File: config.mk
export PLATFORM = sky130hd
export DESIGN_NAME = serial_adder_core
export DESIGN_NICKNAME = d
export VERILOG_FILES = /design/src/rtl/serial_adder_pkg.sv /design/src/rtl/serial_full_adder.sv /design/src/rtl/serial_adder_core.sv
export SDC_FILE = /design/constraint.sdc
export NUM_CORES = 1
export LEC_CHECK = 0
export BUFFER_PORTS_ARGS = -buffer_cell sky130_fd_sc_hd__buf_4
export CAP_MARGIN = 5
export CORE_MARGIN = 2
export CORE_UTILIZATION = 49
export DETAILED_ROUTE_END_ITERATION = 6
export HOLD_SLACK_MARGIN = 0.05
export PLACE_DENSITY = 0.74
export RECOVER_POWER = 50
export SYNTH_ARGS = -nofsm -noshare
export SYNTH_HDL_FRONTEND = slang
export SYNTH_SLANG_ARGS = --single-unit
File: constraint.sdc
create_clock -name clk -period 1.7 [get_ports clk]
set_input_delay 0.085 -clock clk [delete_from_list [all_inputs] [get_ports clk]]
set_output_delay 0.085 -clock clk [all_outputs]
set_load 0.05 [all_outputs]
File: src/rtl/serial_adder_pkg.sv
// Shared definitions for the bit-serial adder: controller state encoding,
// default operand width and the bit-counter width helper.
package serial_adder_pkg;

  typedef enum logic [1:0] {
    IDLE = 2'd0,
    RUN  = 2'd1,
    DONE = 2'd2
  } state_e;

  localparam int DEFAULT_WIDTH = 8;

  // The counter must be able to hold WIDTH itself, hence WIDTH+1.
  function automatic int cnt_width(input int width);
    return $clog2(width + 1);
  endfunction

endpackage

File: src/rtl/serial_full_adder.sv
// Combinational 1-bit full-adder cell used by the serial adder datapath.
module serial_full_adder (
  input  logic a_i,
  input  logic b_i,
  input  logic c_i,
  output logic s_o,
  output logic co_o
);

  // Sum is the parity of the three inputs, carry is their majority.
  always_comb begin
    s_o  = a_i ^ b_i ^ c_i;
    co_o = (a_i & b_i) | (a_i & c_i) | (b_i & c_i);
  end

endmodule

File: src/rtl/serial_adder_core.sv
// Bit-serial adder core: consumes one operand bit per clock LSB-first,
// keeps the carry in a register and shifts sum bits into a result register.
// Optional macro SERIAL_SUB_EN adds a 'sub' input selecting A-B (two's
// complement: B inverted, carry-in forced to 1, select latched at start).
module serial_adder_core
  import serial_adder_pkg::*;
#(
  parameter int WIDTH = DEFAULT_WIDTH
) (
  input  logic             clk,
  input  logic             rst,
  input  logic             start,
  input  logic             cin,
`ifdef SERIAL_SUB_EN
  input  logic             sub,
`endif
  input  logic             a_bit,
  input  logic             b_bit,
  output logic [WIDTH-1:0] sum,
  output logic             cout,
  output logic             busy,
  output logic             done
);

  localparam int CW = cnt_width(WIDTH);
  localparam logic [CW-1:0] CNT_ONE  = CW'(1);
  localparam logic [CW-1:0] CNT_LAST = CW'(WIDTH - 1);

  state_e           state_q, state_d;
  logic [CW-1:0]    cnt_q, cnt_d;
  logic             carry_q, carry_d;
  logic [WIDTH-1:0] sum_q, sum_d;
  logic             cout_q, cout_d;

  logic             accept;
  logic             b_eff;
  logic             c_in_eff;
  logic             fa_s;
  logic             fa_co;
  logic [WIDTH-1:0] sum_shift;

  assign accept = start && ((state_q == IDLE) || (state_q == DONE));

`ifdef SERIAL_SUB_EN
  logic sub_q, sub_d;
  logic sub_eff;

  // Subtract select comes straight from the port on the start cycle and
  // from the latched copy for the remaining bits.
  always_comb begin
    sub_eff  = accept ? sub : sub_q;
    sub_d    = sub_eff;
    b_eff    = b_bit ^ sub_eff;
    c_in_eff = accept ? (sub | cin) : carry_q;
  end

  // Hold the subtract select for the whole operation.
  always_ff @(posedge clk or posedge rst) begin
    if (rst) sub_q <= 1'b0;
    else     sub_q <= sub_d;
  end
`else
  // Add-only build: carry-in comes from cin at bit 0, else the carry register.
  always_comb begin
    b_eff    = b_bit;
    c_in_eff = accept ? cin : carry_q;
  end
`endif

  serial_full_adder u_fa (
    .a_i  (a_bit),
    .b_i  (b_eff),
    .c_i  (c_in_eff),
    .s_o  (fa_s),
    .co_o (fa_co)
  );

  // New sum bit enters at the MSB so bit 0 ends up at the LSB after WIDTH shifts.
  if (WIDTH == 1) begin : g_shift_1
    assign sum_shift = fa_s;
  end else begin : g_shift_n
    assign sum_shift = {fa_s, sum_q[WIDTH-1:1]};
  end

  // Next-state and datapath update for the framing FSM.
  always_comb begin
    state_d = state_q;
    cnt_d   = cnt_q;
    carry_d = carry_q;
    sum_d   = sum_q;
    cout_d  = cout_q;
    case (state_q)
      IDLE, DONE: begin
        if (accept) begin
          sum_d   = sum_shift;
          carry_d = fa_co;
          cnt_d   = CNT_ONE;
          if (WIDTH == 1) begin
            cout_d  = fa_co;
            state_d = DONE;
          end else begin
            state_d = RUN;
          end
        end else begin
          state_d = IDLE;
        end
      end
      RUN: begin
        sum_d   = sum_shift;
        carry_d = fa_co;
        cnt_d   = cnt_q + CNT_ONE;
        if (cnt_q == CNT_LAST) begin
          cout_d  = fa_co;
          state_d = DONE;
          cnt_d   = '0;
        end
      end
      default: begin
        state_d = IDLE;
        cnt_d   = '0;
      end
    endcase
  end

  // State and datapath registers; reset aborts any operation immediately.
  always_ff @(posedge clk or posedge rst) begin
    if (rst) begin
      state_q <= IDLE;
      cnt_q   <= '0;
      carry_q <= 1'b0;
      sum_q   <= '0;
      cout_q  <= 1'b0;
    end else begin
      state_q <= state_d;
      cnt_q   <= cnt_d;
      carry_q <= carry_d;
      sum_q   <= sum_d;
      cout_q  <= cout_d;
    end
  end

  assign sum  = sum_q;
  assign cout = cout_q;
  assign busy = (state_q == RUN);
  assign done = (state_q == DONE);

endmodule

==> summary.md <==
| Metric | Value |
|---|---|
| Outcome | `finished clean` |
| Die H | `41.68 um` |
| Initial core utilization | `0.5280` |
| Final WL | `1.288 mm` |
| Initial DRT Pass Iterations | `4` |
| CTS H-Tree Depth | `1` |
| Post-CTS Setup Bufs | `0` |
| Nets@finish | `87` |
| RSZ-0062 raised after global routing | `false` |
| Share of cells above drive strength 1 | `0.3462` |
| Core area | `1318 um2` |
| Flops & latches, synth | `16` |
| Critical Path Start Type | `flop` |
| Design area | `864.6 um2` |
| Vias in the first global route | `510` |
| Hold Vio Cnt, Final | `0` |
| Slowest cell on crit path | `dfrtp_1` |
| Max-Cap Viols | `0` |
| Largest net degree at the start of global routing | `17` |
| DR WL/cell | `13.85 um` |
| DR iter-0 viols | `3` |
| Crit path cell chain | `nor2b_2 > mux2i_1 > fa_1 > a21oi_1` |
| Final setup viols | `0` |
| DR vias/cell | `5.301` |
| IO buf count | `16` |
| Layout Skew | `0.003146 ns` |
| Worst Tran Pin Value | `0.5973 ns` |
| Placed Area | `834.6 um2` |
| Die ar. | `1737 um2` |
| Drt drc | `0` |
| Critical setup path kind | `flop to flop` |
| Maximum fanout along the worst path | `7` |
| Clock Latency Late Sink | `0.28 ns` |
| Overall global routing resource usage | `0.1676` |
| Crit path arrival time | `1.76 ns` |
| Die width | `41.68 um` |
| Deepest clock path buffer count | `2` |
| Synth cell types | `25` |
| Fin crit share | `0.9115` |
| Antenna-violating nets left | `0` |
| Sequential area share after synthesis | `0.5755` |
| Synthesized area per cell | `12.20 um2` |
| I/O pins | `17` |
| TritonCTS clock tree | `yes` |
| First-pass GRT wire length | `2.242 mm` |
| # fillers | `118` |
| Max-slew headroom | `0.6035` |
| Ant diodes | `0` |
| Synth Net Count | `65` |
| Place WS | `0.1281 ns` |
| GR Overflow Total | `0` |
| Setup TNS | `0 ns` |
| Synth warnings | `0` |
| Clock sinks | `16` |
| Slew Limit Fails | `0` |
| CP Capture Type | `flop` |
| CP peak stage delay | `0.46 ns` |
| Num CTS Buffers | `3` |
| Worst-path clk slew | `0.09 ns` |
| Rows | `13` |
| DR vias | `493` |
| Setup ws final | `0.1504 ns` |
| Area Growth Syn to Fin | `24.28%` |
| WP buf/inv | `0` |
| Antenna violations before repair | `0` |
| Critical Path RT | `1.91 ns` |
| Post-detail-place hpwl | `963.1 um` |
| Min Hold Slack | `0.09207 ns` |
| Final GP Congestion | `0.8757` |
| Crit-path leading delay family | `flip-flops` |
| Syn Inst Count | `57` |
| Post-layout minimum cycle time | `1.550 ns` |
| Mapped cell area | `695.7 um2` |
| Hold Path Class | `primary input to flop` |
| Highest Clock Rate | `0.6453 GHz` |
| Root buf cell | `clkbuf_4` |
-- per-layer routing --
metal  global-route usage  vias up  wire [um]
met1               0.2308      236        578
met4              0.05806        0         15
met2               0.2688       18        625
met3              0.02609        2         68
met5                    0        -          0
li1                     -      237          -
-- area by class of cell --
cell class	count	area [um2]	share of cell area
sequential	16	400.4	0.4631
multi-input combinational	37	282.8	0.3271
timing repair buffer	17	111.4	0.1288
clock buffer	4	36.28	0.04197
tap	15	18.77	0.02171
inverter	4	15.01	0.01737
-- stage by stage --
stage / cells / utilization
floorplan: 57 / -
global placement: 88 / 0.6334
detailed placement: 88 / 0.6334
CTS: 93 / 0.6686
global route: 93 / 0.6562
finish: 93 / 0.6562
-- worst min-delay path: cells and delay by family --
family / cells / cell delay, ns
buf+inv: 1 / 0.10
simple gates: 2 / 0.15
-- cells by family (layout without fill, tap and decap cells) --
group           after synthesis  after routing  synth area share
xor+xnor                      1              1           0.01259
flops                        16             16            0.5755
buf+inv                       4             25           0.02158
mux                           8              8            0.1277
fa+ha+maj                     2              2           0.04676
compound gates                9              9           0.07554
simple gates                 17             17            0.1403
-- final timing paths --
kind	to	from	slack, ns	cells after the start
worst max-delay path	sum[7]$_DFFE_PP0P_	state_q[0]$_DFFE_PP0P_	0.15	4
worst min-delay path	state_q[0]$_DFFE_PP0P_	start	0.09	3
worst max register to register	sum[7]$_DFFE_PP0P_	state_q[0]$_DFFE_PP0P_	0.15	4
worst min register to register	sum[0]$_DFFE_PP0P_	sum[0]$_DFFE_PP0P_	0.53	1
max in group asynchronous	sum[7]$_DFFE_PP0P_	rst	0.90	3
min in group asynchronous	sum[2]$_DFFE_PP0P_	rst	0.42	3
-- registers in the layout, summed over array words and instances, names as in the netlist --
register,cells
sum,8
state_q,2
cnt_q,4
cout,1
carry_q,1
-- layout by cell type (no fill, tap or decap), drive strengths merged, types with 2 or more instances in the layout --
cell,instances
nand2b,2
nor3,2
o21ai,4
nor2,3
buf,10
mux2,7
inv,4
nand2,5
dfrtp,16
a21oi,2
clkbuf,10
-- what timing repair did --
action,4_1_cts,5_1_grt
hold endpoints to repair,16,0
resized for setup,0,1
hold buffers,1,0
setup endpoints to repair,0,1
-- synthesized netlist by cell type --
library cell   n  area, um2
a21oi_1        2      10.01
a22o_1         1      8.760
and2b_2        1      8.760
dfrtp_1       16      400.4
fa_1           1      20.02
ha_1           1      12.51
inv_1          3      11.26
inv_2          1      3.750
mux2_2         7      78.83
mux2i_1        1      10.01
nand2_1        4      15.01
nand2_4        1      11.26
nand2b_1       1      6.260
nand2b_2       1      8.760
nand3_1        1      5.000
nand3b_1       1      7.510
nor2_1         3      11.26
nor2b_1        1      6.260
nor3_1         2      10.01
nor3b_1        1      7.510
o21ai_0        3      15.01
o21ai_1        1      5.000
o22ai_1        1      6.260
o31ai_1        1      7.510
xor2_1         1      8.760
Power is not shown: default switching activity piles up to over one toggle a cycle in this logic, so the estimate is an artifact.
